$ cat src/rtl/mem_request_ctrl.sv
// Memory-stage request sequencer: turns the MEM-stage dREN/dWEN into one dcache transaction.
// Latency: request seen in cycle N, strobes in N+1.., clearMemReq one cycle after dhit, stall low the cycle after that.
// Backpressure: stall is raised combinationally on a new request and held until the DONE cycle completes.
module mem_request_ctrl #(
  parameter int DATA_W  = 32,
  parameter int TIMEOUT = 255,
  parameter int CNT_W   = 8
) (
  input  logic              CLK,
  input  logic              nRST,
  input  logic              dREN_in,
  input  logic              dWEN_in,
  input  logic              halt_in,
  input  logic [DATA_W-1:0] addr_in,
  input  logic [DATA_W-1:0] store_in,
  input  logic              dhit,
  input  logic [DATA_W-1:0] dmemload,
  output logic              dmemREN,
  output logic              dmemWEN,
  output logic [DATA_W-1:0] dmemaddr,
  output logic [DATA_W-1:0] dmemstore,
  output logic              stall,
  output logic              clearMemReq,
  output logic [DATA_W-1:0] memData,
  output logic              timeout_err,
  output logic [31:0]       stall_cycles
);

  typedef enum logic [1:0] {IDLE, REQ, DONE} state_t;

  localparam logic [CNT_W-1:0] CNT_MAX   = '1;
  localparam logic [CNT_W-1:0] TIMEOUT_C = CNT_W'(TIMEOUT);

  state_t            state, state_nxt;
  logic [CNT_W-1:0]  wait_cnt, wait_cnt_nxt;
  logic              req;
  logic              dmemREN_nxt, dmemWEN_nxt, clear_nxt, timeout_nxt;
  logic [DATA_W-1:0] dmemaddr_nxt, dmemstore_nxt, mem_data_nxt;
  logic [31:0]       stall_cycles_nxt;

  // a halted instruction never reaches the cache
  assign req = (dREN_in | dWEN_in) & ~halt_in;

  // state and all registered outputs; reset abandons any transaction in flight
  always_ff @(posedge CLK) begin
    if (!nRST) begin
      state        <= IDLE;
      wait_cnt     <= '0;
      dmemREN      <= 1'b0;
      dmemWEN      <= 1'b0;
      dmemaddr     <= '0;
      dmemstore    <= '0;
      clearMemReq  <= 1'b0;
      memData      <= '0;
      timeout_err  <= 1'b0;
      stall_cycles <= '0;
    end else begin
      state        <= state_nxt;
      wait_cnt     <= wait_cnt_nxt;
      dmemREN      <= dmemREN_nxt;
      dmemWEN      <= dmemWEN_nxt;
      dmemaddr     <= dmemaddr_nxt;
      dmemstore    <= dmemstore_nxt;
      clearMemReq  <= clear_nxt;
      memData      <= mem_data_nxt;
      timeout_err  <= timeout_nxt;
      stall_cycles <= stall_cycles_nxt;
    end
  end

  // next-state, next register values and the combinational stall
  always_comb begin
    state_nxt     = state;
    wait_cnt_nxt  = wait_cnt;
    dmemREN_nxt   = dmemREN;
    dmemWEN_nxt   = dmemWEN;
    dmemaddr_nxt  = dmemaddr;
    dmemstore_nxt = dmemstore;
    clear_nxt     = 1'b0;
    mem_data_nxt  = memData;
    timeout_nxt   = timeout_err;
    stall         = 1'b0;

    case (state)
      IDLE: begin
        // freeze the pipe in the same cycle the request appears
        stall = req;
        if (req) begin
          dmemaddr_nxt  = addr_in;
          dmemstore_nxt = store_in;
          // a simultaneous read and write issues only the write
          dmemWEN_nxt   = dWEN_in;
          dmemREN_nxt   = dREN_in & ~dWEN_in;
          wait_cnt_nxt  = '0;
          state_nxt     = REQ;
        end
      end
      REQ: begin
        stall = 1'b1;
        if (dhit) begin
          dmemREN_nxt  = 1'b0;
          dmemWEN_nxt  = 1'b0;
          mem_data_nxt = dmemREN ? dmemload : '0;
          clear_nxt    = 1'b1;
          wait_cnt_nxt = '0;
          state_nxt    = DONE;
        end else begin
          if (wait_cnt != CNT_MAX) begin
            wait_cnt_nxt = wait_cnt + CNT_W'(1);
          end
          // flag is informational only; the request keeps waiting for dhit
          if (wait_cnt_nxt >= TIMEOUT_C) begin
            timeout_nxt = 1'b1;
          end
        end
      end
      DONE: begin
        // clearMemReq is high this cycle; the register drops its request at the edge
        stall     = 1'b1;
        state_nxt = IDLE;
      end
      default: begin
        state_nxt = IDLE;
      end
    endcase

    stall_cycles_nxt = stall_cycles;
    if (stall && (stall_cycles != 32'hFFFF_FFFF)) begin
      stall_cycles_nxt = stall_cycles + 32'd1;
    end
  end

endmodule
$ cat config.mk
export PLATFORM = sky130hd
export DESIGN_NAME = mem_request_ctrl
export DESIGN_NICKNAME = d
export VERILOG_FILES = /design/src/rtl/mem_request_ctrl.sv
export SDC_FILE = /design/constraint.sdc
export NUM_CORES = 1
export LEC_CHECK = 0
export CELL_PAD_IN_SITES_DETAIL_PLACEMENT = 0
export CELL_PAD_IN_SITES_GLOBAL_PLACEMENT = 2
export CORE_MARGIN = 1
export CORE_UTILIZATION = 25
export DETAILED_ROUTE_END_ITERATION = 6
export GPL_TIMING_DRIVEN = 0
export PLACE_DENSITY_LB_ADDON = 0.2
export SYNTH_ARGS = -nofsm -noshare
export SYNTH_HDL_FRONTEND = slang
export SYNTH_SLANG_ARGS = --single-unit
$ cat constraint.sdc
create_clock -name CLK -period 3.6 [get_ports CLK]
set_clock_uncertainty 0.05 [all_clocks]
set_input_delay 0.72 -clock CLK [delete_from_list [all_inputs] [get_ports CLK]]
set_output_delay 0.72 -clock CLK [all_outputs]
set_load 0.005 [all_outputs]
**Word level (Yosys, flattened, before mapping)**

Cells that the tools add are included.

- Output and inout port bits: 133
- Logic and storage cells: 53
- Bits in registers: 142
- Input port bits: 102

- Equal/unequal tests: 6
- Bitwise gates (word level): 6
- Magnitude comparators: 1
- Reductions and logical operators: 11
- Multiplexer cells: 17
- Add/sub/neg operators: 2

Operator list:

| cell | number |
|---|---|
| 8-bit 2-to-1 mux | 5 |
| 32-bit by 1-bit adder with 32-bit output (second input constant) | 1 |
| 32-bit 2-to-1 mux | 1 |
| 32-bit inequality test (second input constant) | 1 |
| 8-bit one-hot mux with 2 select lines | 1 |
| 2-bit AND reduction | 5 |
| 8-bit by 1-bit adder with 8-bit output (second input constant) | 1 |
| 8-bit >= comparator (second input constant) | 1 |
| 8-bit inequality test (second input constant) | 1 |
| 1-bit one-hot mux with 2 select lines | 3 |
| 3-bit AND reduction | 2 |
| 1-bit 2-to-1 mux | 4 |
| 2-bit 2-to-1 mux | 2 |
| 2-bit inequality test (second input constant) | 2 |
| 2-bit one-hot mux with 2 select lines | 1 |
| 1-bit inverter | 3 |
| 1-bit bitwise AND | 2 |
| 2-bit by 1-bit equality test with 1-bit output (second input constant) | 1 |
| 2-bit equality test (second input constant) | 1 |
| 2-bit zero test | 1 |
| 2-bit nonzero test | 1 |
| 2-bit OR reduction | 1 |
| 1-bit logical AND | 1 |
| 1-bit OR | 1 |

**Longest topological paths before layout**

Gate-level depths: netlist of the first run.

- Depth after elaboration: 6
- Gate-level depth with buffers: 8
- Depth with buffers taken out: 8

**Worst setup path before layout of the first run**

OpenSTA, ideal clock, no wires.

- Kind: input port to output port
- Start: in dWEN_in
- End: out stall
- Required time: 2.830 ns
- Arrival: 1.399 ns
- Stages on the path: 3
- Path slack: 1.431 ns
- Buffers on the path: 0
- Cells stage by stage: o21ba_2 > a21oi_1 > nor2_4

- Cells in the longest elaborated chain, start to end: 3

Ends and longest elaborated chain:

| element | line | source |
|---|---|---|
| from (decl) | 12 | `input logic dWEN_in,` |
| 1-bit OR | 42 | `assign req = (dREN_in \| dWEN_in) & ~halt_in;` |
| 1-bit bitwise AND | 42 |  |
| 1-bit one-hot mux with 2 select lines | 84 | `case (state)` |
| to (decl) | 22 | `output logic stall,` |

No other way between the ends.

**Final worst setup path of the first run**

Ends and elaborated chain as after synthesis.

==> results.json, run 1 <==
{
  "cts_max_level": 4,
  "setup_viol": 0,
  "synthCells": 634,
  "pwr-share-seq_pct": 41.6,
  "final_common_cell": "clkdlybuf4s50_1",
  "async_reset_ff_share_pct": 0,
  "ys.flop_type": "dfxtp_1",
  "yosys_warnings": 0,
  "fin_crit_ns": 3.29,
  "syn-num-nets": 742,
  "ys_ff_latch": 142,
  "gr-total-overflow": 0,
  "relSlewSlack_pct": 45.6,
  "rsz0062_at_grt": "no",
  "gp_congestion": 0.767,
  "reg2reg_slack_ns": 1.38,
  "drt_iter0_drc": 217,
  "grt_pass1_wl_mm": 27.1,
  "dieArea_um2": 22600,
  "dieHeight_um": 150,
  "comb_power_share_pct": 15.5,
  "synth.distinct_cells": 46,
  "drt-vias-per-instance": 4.57,
  "io_pins": 235,
  "postPlaceCellArea_um2": 8180,
  "antennaDiodeCount": 0,
  "grt.total_usage_pct": 15.5,
  "clock_latency_ns": 0.42,
  "cts_tree": "done",
  "antenna_found_initial": 0,
  "pwr_density_cell_nw_per_um2": 467,
  "coreArea_um2": 21300,
  "grt_max_degree": 17,
  "fmax_ghz": 0.304,
  "cts_buffers": 17,
  "crit_path_start_kind": "input pin",
  "status": "finished, final reports clean",
  "routedWlPerCell_um": 14.8,
  "cp_data_required_time_ns": 2.83,
  "setup_tns_ns": 0,
  "post-dp-hpwl_mm": 13.3,
  "drtPass1Iterations": 4,
  "clock_sink_count": 142,
  "endpoint_kind": "output pin",
  "crit_type": "in2out",
  "cts_root_buf": "clkbuf_16",
  "vdd_drop_max_v": 0.000328,
  "clk_pin_slew_ns": 0.06,
  "post-route-drc-count": 0,
  "row_count": 53,
  "drv_cap": 0,
  "fin_area_um2": 8770,
  "nets": 995,
  "cp.arrival_ns": 2.52,
  "die_x_um": 150,
  "drive_gt1_share_pct": 4.78,
  "avgSynthCellArea_um2": 8.66,
  "post_cts_buffers": 0,
  "cts_resized": 0,
  "period_share_pct": 91.3,
  "clockBufferDepth": 2,
  "p_switching_w": 0.00113,
  "tightest_slew_ns": 0.807,
  "internal_power_w": 0.00297,
  "cellLeakagePower_nw": 3.16,
  "initial_core_util_pct": 25.8,
  "drt_wl_total_mm": 17.4,
  "final_cell_mix": "clkdlybuf4s50_1 (234), nand2_1 (151), dfxtp_1 (142)",
  "slew_viol_final": 0,
  "swShare_pct": 27.5,
  "first_global_vias": 5423,
  "syn_area_um2": 5490,
  "antenna_left": 0,
  "synth_edf_count": 0,
  "clkPwrFrac_pct": 42.9,
  "hp-class": "reg2reg",
  "postCtsHoldBufs": 0,
  "vias": 5367,
  "ys_seq_area_share_pct": 51.8,
  "hold_viol": 0,
  "crit_fanout": 4,
  "port_buffers": 234,
  "area_growth_pct": 59.7
}
[critical path: stages]
cell	delay [ns]
clkdlybuf4s50_1	0.46
o21ba_2	0.27
a21oi_1	0.50
nor2_4	0.09
clkdlybuf4s50_1	0.47
[final timing paths]
kind | startpoint | to | cells after the start
worst min register to register | dmemstore[7] | dmemstore[7] | 2
worst min-delay path | dmemstore[7] | dmemstore[7] | 2
worst max register to register | state[1] | stall_cycles[13] | 8
worst max-delay path | dWEN_in | stall | 5
[routing by layer]
| metal | vias to the layer above | global-route usage (%) | part of all wire (%) |
|---|---|---|---|
| li1 | 2700 | - | - |
| met5 | - | 0 | 0 |
| met4 | 0 | 5.15 | 1.5 |
| met2 | 174 | 26.4 | 48 |
| met1 | 2473 | 17.7 | 42 |
| met3 | 20 | 5.85 | 8.5 |
[metrics by stage]
step	instances	util [%]	hold slack (ns)	setup WS [ns]	power [W]
after floorplan	634	-	0.399	1.43	0.00201
after global placement	1143	38.4	0.392	0.264	0.00237
after detailed placement	1143	38.4	0.397	0.160	0.00238
after CTS	1175	41.2	0.405	0.286	0.00417
after global routing	1175	41.2	0.426	0.226	0.00431
final	1175	41.2	0.402	0.314	0.00410
[power by group through the flow]
stage	sequential, W	combinational (W)	clock, W
floorplan	0.00174	0.000268	0
global route	0.00171	0.000706	0.00189
global placement	0.00173	0.000639	0
detailed placement	0.00174	0.000645	0
finish	0.00170	0.000636	0.00176
CTS	0.00170	0.000648	0.00182
[cell type report]
| cell class | count | area, um^2 |
|---|---|---|
| Fill cell | 2118 | 12500 |
| Sequential cell | 142 | 2840 |
| Multi-Input combinational cell | 446 | 2470 |
| Timing Repair Buffer | 234 | 2340 |
| Clock buffer | 17 | 425 |
| Tap cell | 275 | 344 |
| Clock inverter | 15 | 166 |
| Buffer | 40 | 155 |
| Inverter | 6 | 22.5 |
[flip-flops by register name, indices dropped and copies added, names as in the netlist]
name / cells
dmemaddr: 32
dmemstore: 32
memData: 32
stall_cycles: 32
wait_cnt: 8
state: 2
clearMemReq: 1
dmemREN: 1
dmemWEN: 1
timeout_err: 1
[logic make-up after synthesis]
| group | Yosys count | share of synthesized area (%) |
|---|---|---|
| XOR/XNOR | 27 | 4.31 |
| multiplexers | 1 | 0.182 |
| buffers and inverters | 46 | 3.24 |
| flip-flops | 142 | 51.8 |
| adder cells (fa/ha/maj) | 6 | 1.37 |
| AND/OR/NAND/NOR | 267 | 22.4 |
| AO/OA/AOI/OAI | 145 | 16.7 |
[synth_stat cells (all sizes together) (3+ instances only)]
| cell type | instances | area [um^2] |
|---|---|---|
| nand2 | 151 | 567 |
| buf | 6 | 27.5 |
| o31ai | 4 | 30.0 |
| nand3 | 19 | 100 |
| and4 | 5 | 46.3 |
| inv | 5 | 18.8 |
| and2 | 5 | 31.3 |
| nand4 | 23 | 159 |
| ha | 6 | 75.1 |
| a21oi | 80 | 400 |
| a22o | 33 | 289 |
| clkbuf | 34 | 128 |
| or3 | 3 | 18.8 |
| xor2 | 26 | 228 |
| nand2b | 3 | 18.8 |
| o21ai | 13 | 65.1 |
| dfxtp | 142 | 2840 |
| and3 | 14 | 87.6 |
| nor2 | 38 | 150 |
Note: power is estimated with default switching activity, not from simulation.
==> inputs of run 2 (changes only) <==
--- a/config.mk
+++ b/config.mk
@@ -9,5 +9,5 @@
 export CELL_PAD_IN_SITES_GLOBAL_PLACEMENT = 2
 export CORE_MARGIN = 1
-export CORE_UTILIZATION = 25
+export CORE_UTILIZATION = 23
 export DETAILED_ROUTE_END_ITERATION = 6
 export GPL_TIMING_DRIVEN = 0
==> constraint.sdc (replaced) <==
create_clock -name CLK -period 3.69 [get_ports CLK]
set_clock_uncertainty 0.05 [all_clocks]
set_input_delay 0.5535 -clock CLK [delete_from_list [all_inputs] [get_ports CLK]]
set_output_delay 0.5535 -clock CLK [all_outputs]
set_load 0.005 [all_outputs]
==> results.json, run 2 (synthesis gave the netlist of run 1 again) <==
{
  "rsz0062_at_grt": "no",
  "setup_viol": 0,
  "clock_latency_ns": 0.43,
  "comb_power_share_pct": 15.1,
  "period_share_pct": 80.6,
  "antennaDiodeCount": 0,
  "crit_type": "in2out",
  "status": "finished, final reports clean",
  "hold_start": "dmemaddr[23]",
  "cp.arrival_ns": 2.37,
  "cts_tree": "done",
  "routedWlPerCell_um": 14.8,
  "grt_max_degree": 17,
  "worst_slack_ns": 0.716,
  "critPathMostFrequentCell": "clkdlybuf4s50_1",
  "sequential_cell_area_um2": 2840,
  "clock_sink_count": 142,
  "hp-class": "reg2reg",
  "gr-total-overflow": 0,
  "post-dp-hpwl_mm": 13.1,
  "clkPwrFrac_pct": 44.8,
  "fin_crit_ns": 2.97,
  "reg2reg_depth": 7,
  "rr_startpoint": "wait_cnt[0]",
  "drive_gt1_share_pct": 4.56,
  "nets": 995,
  "drt-vias-per-instance": 4.31,
  "pwr-share-seq_pct": 40.1,
  "gp_congestion": 0.717,
  "final_cell_mix": "clkdlybuf4s50_1 (234), nand2_1 (151), dfxtp_1 (142)",
  "fmax_ghz": 0.336,
  "reg2reg_slack_ns": 1.47,
  "io_pins": 235,
  "first_global_vias": 5146,
  "coreArea_um2": 23500,
  "cellLeakagePower_nw": 3.18,
  "vdd_drop_max_v": 0.000255,
  "port_buffers": 234,
  "initial_core_util_pct": 23.4,
  "antenna_found_initial": 0,
  "cts_buffers": 17,
  "post-route-drc-count": 0,
  "slew_viol_final": 0,
  "clockBufferDepth": 2,
  "dpl_worst_slack_ns": 0.314,
  "p_switching_w": 0.00106,
  "fillers": 2480,
  "cts_resized": 0,
  "crit_fanout": 4,
  "post_cts_buffers": 0,
  "crit_path_start_kind": "input pin",
  "min_to": "dmemaddr[23]",
  "critPathSlowestCell": "a21oi_1",
  "endpoint_kind": "output pin",
  "grt_pass1_wl_mm": 28.1,
  "grt.total_usage_pct": 14.8,
  "drv_cap": 0,
  "r2r-end": "wait_cnt[5]",
  "crit_chain": "clkdlybuf4s50_1, o21ba_2, a21oi_1, nor2_4, clkdlybuf4s50_1",
  "dieArea_um2": 24500,
  "postPlaceCellArea_um2": 8230,
  "relSlewSlack_pct": 50.0,
  "pwr_density_cell_nw_per_um2": 468,
  "multi_input_area_um2": 2470,
  "cp_data_required_time_ns": 3.09,
  "cts_max_level": 4,
  "tightest_slew_ns": 0.732,
  "cpLargestDelayFamily": "buffers and inverters",
  "hold_path_depth": 2,
  "row_count": 56,
  "cpPeakStageDelay_ns": 0.51,
  "final_common_cell": "clkdlybuf4s50_1",
  "fin_area_um2": 8860,
  "clk_pin_slew_ns": 0.06,
  "internal_power_w": 0.00309,
  "die_x_um": 157,
  "postCtsHoldBufs": 0,
  "dieHeight_um": 157,
  "antenna_left": 0,
  "worst-path-buf-inv": 2,
  "hold_viol": 0,
  "setup_tns_ns": 0,
  "drt_wl_total_mm": 18.1,
  "vias": 5259,
  "drt_iter0_drc": 216,
  "swShare_pct": 25.5,
  "cts_root_buf": "clkbuf_16",
  "area_growth_pct": 61.4,
  "drtPass1Iterations": 4
}
[run 2: worst max-delay path by stage]
stage / from / cells after the start / end / slack (ns)
2_1_floorplan: halt_in / 7 / stall_cycles[13] / 1.70
3_3_place_gp: nRST / 6 / memData[16] / 0.28
3_5_place_dp: nRST / 6 / memData[11] / 0.31
4_1_cts: dWEN_in / 5 / stall / 0.69
5_1_grt: nRST / 6 / memData[9] / 0.57
6_report: dWEN_in / 5 / stall / 0.72
[run 2: worst min-delay path, delay by kind of cell (launching register included)]
| kind | cells | cell delay [ns] |
|---|---|---|
| DFF | 1 | 0.30 |
| and+or+nand+nor | 1 | 0.05 |
| AOI/OAI and AO/OA | 1 | 0.05 |
[run 2: stage by stage]
| stage | power [W] | util (%) | hold slack (ns) | instances |
|---|---|---|---|---|
| finish | 0.00415 | 37.8 | 0.402 | 1219 |
| global route | 0.00437 | 37.8 | 0.418 | 1219 |
| CTS | 0.00423 | 37.8 | 0.405 | 1219 |
| global placement | 0.00234 | 35.1 | 0.392 | 1187 |
| detailed placement | 0.00233 | 35.1 | 0.396 | 1187 |
| floorplan | 0.00196 | - | 0.399 | 634 |
[run 2: layer usage]
metal  share of wire, %  track usage (%)  vias to the layer above  routed length, um
met3                8.5             5.48                       25               1540
met4                2.3             5.79                        0                413
met5                  0                0                        -                  0
met1                 48             19.4                     2363               8600
li1                   -                -                     2699                  -
met2                 42             21.9                      172               7500
[run 2: area by class of cell]
class	instances	share of cell area [%]
clock buffer	20	5.04
sequential	142	32.1
inverter	6	0.254
multi-input combinational	446	27.9
clock inverter	12	2.08
buffer	40	1.75
tap	319	4.50
timing repair buffer	234	26.4
[run 2: power by group through the flow]
stage          Sequential, W  Clock, W  Combinational (W)
2_1_floorplan        0.00170         0           0.000261
3_3_place_gp         0.00169         0           0.000641
3_5_place_dp         0.00170         0           0.000637
4_1_cts              0.00166   0.00192           0.000640
5_1_grt              0.00167   0.00200           0.000698
6_report             0.00166   0.00186           0.000626
==> inputs of run 3 (changes only) <==
- clock period: 3.69 -> 2.76 ns (I/O delays scaled with it)
==> results.json, run 3 (synthesis gave the netlist of run 1 again) <==
{
  "drt_wl_total_mm": 18.0,
  "pwr-share-seq_pct": 40.0,
  "grt_max_degree": 17,
  "postCtsHoldBufs": 0,
  "post-dp-hpwl_mm": 13.1,
  "cts_root_buf": "clkbuf_16",
  "first_global_vias": 5150,
  "p_switching_w": 0.00141,
  "gp_congestion": 0.717,
  "port_buffers": 234,
  "initial_core_util_pct": 23.4,
  "vdd_drop_max_v": 0.000339,
  "grt.total_usage_pct": 14.8,
  "comb_power_share_pct": 15.2,
  "cp_data_required_time_ns": 2.30,
  "crit_fanout": 6,
  "relSlewSlack_pct": 50.0,
  "final_common_cell": "clkdlybuf4s50_1",
  "hp-class": "reg2reg",
  "cellLeakagePower_nw": 3.18,
  "area_growth_pct": 61.6,
  "cts_max_level": 4,
  "utilization_pct": 37.8,
  "cts_tree": "done",
  "swShare_pct": 25.5,
  "drt-vias-per-instance": 4.33,
  "antenna_left": 0,
  "crit_path_start_kind": "register",
  "period_share_pct": 92.1,
  "io_pins": 235,
  "rsz0062_at_grt": "no",
  "cts_buffers": 17,
  "endpoint_kind": "output pin",
  "wl_met2_mm": 7.48,
  "slew_viol_final": 0,
  "pwr_density_cell_nw_per_um2": 625,
  "post-route-drc-count": 0,
  "wl_met3_mm": 1.55,
  "antennaDiodeCount": 0,
  "clock_sink_count": 142,
  "coreArea_um2": 23500,
  "nets": 995,
  "fin_area_um2": 8870,
  "status": "finished, final reports clean",
  "maxUsedRoutingLayer": "met4",
  "clkPwrFrac_pct": 44.8,
  "fin_crit_ns": 2.54,
  "clockBufferDepth": 2,
  "drive_gt1_share_pct": 4.89,
  "clk_pin_slew_ns": 0.06,
  "final_cell_mix": "clkdlybuf4s50_1 (234), nand2_1 (151), dfxtp_1 (142)",
  "vias": 5279,
  "antenna_found_initial": 0,
  "wl_met1_mm": 8.61,
  "post_cts_buffers": 0,
  "grt_pass1_wl_mm": 28.1,
  "drt_iter0_drc": 212,
  "setup_viol": 0,
  "dieArea_um2": 24500,
  "internal_power_w": 0.00414,
  "drv_cap": 0,
  "fmax_ghz": 0.393,
  "cp.arrival_ns": 2.08,
  "postPlaceCellArea_um2": 8230,
  "setup_tns_ns": 0,
  "routedWlPerCell_um": 14.8,
  "die_x_um": 157,
  "crit_type": "reg2out",
  "tightest_slew_ns": 0.732,
  "row_count": 56,
  "fillers": 2481,
  "gr-total-overflow": 0,
  "drtPass1Iterations": 4,
  "clock_latency_ns": 0.42,
  "hold_viol": 0,
  "dieHeight_um": 157
}
==> run 3: final timing paths <==
| kind | start | end | slack [ns] | depth (start not counted) |
|---|---|---|---|---|
| min | dmemaddr[23] | dmemaddr[23] | 0.40 | 2 |
| min reg2reg | dmemaddr[23] | dmemaddr[23] | 0.40 | 2 |
| max reg2reg | wait_cnt[0] | wait_cnt[5] | 0.54 | 7 |
| max | state[0] | stall | 0.22 | 5 |
==> run 3: per-stage QoR <==
| step | setup WS [ns] | std cells | hold WS, ns | total power [W] |
|---|---|---|---|---|
| after global routing | 0.0757 | 1219 | 0.418 | 0.00585 |
| after global placement | -0.509 | 1187 | 0.392 | 0.00312 |
| final | 0.218 | 1219 | 0.402 | 0.00555 |
| after CTS | 0.00406 | 1219 | 0.405 | 0.00565 |
| after detailed placement | -0.477 | 1187 | 0.396 | 0.00312 |
| after floorplan | 0.779 | 634 | 0.399 | 0.00262 |
==> run 3: what timing repair did <==
item	4_1_cts	5_1_grt
setup endpoints to repair	20	17
hold endpoints to repair	0	0
gates resized for setup	1	3
==> run 3: critical path, stage by stage (launching register included) <==
cell and delay (ns):
dfxtp_1 0.39, inv_1 0.08, ha_1 0.27, a21oi_2 0.36
nor2_4 0.07, clkdlybuf4s50_1 0.50
==> run 3: cell type report <==
| cell class | instances | area, um^2 | share of cell area, % |
|---|---|---|---|
| inverters | 6 | 22.5 | 0.254 |
| multi-input cells | 446 | 2480 | 27.9 |
| clock buffers | 20 | 447 | 5.04 |
| well taps | 319 | 399 | 4.50 |
| clock inverters | 12 | 184 | 2.07 |
| plain buffers | 40 | 156 | 1.76 |
| repair buffers | 234 | 2340 | 26.4 |
| flip-flops and latches | 142 | 2840 | 32.0 |
==> run 3: power by group through the flow <==
stage	registers [W]	logic (W)	clock network, W
floorplan	0.00227	0.000350	0
global placement	0.00227	0.000857	0
detailed placement	0.00227	0.000852	0
CTS	0.00222	0.000857	0.00257
global route	0.00224	0.000939	0.00267
finish	0.00222	0.000842	0.00248
==> run 3: metal layers <==
| layer | vias up | GRT usage [%] |
|---|---|---|
| met5 | - | 0 |
| met4 | 0 | 5.79 |
| met3 | 24 | 5.48 |
| met2 | 176 | 22.0 |
| met1 | 2376 | 19.4 |
| li1 | 2703 | - |
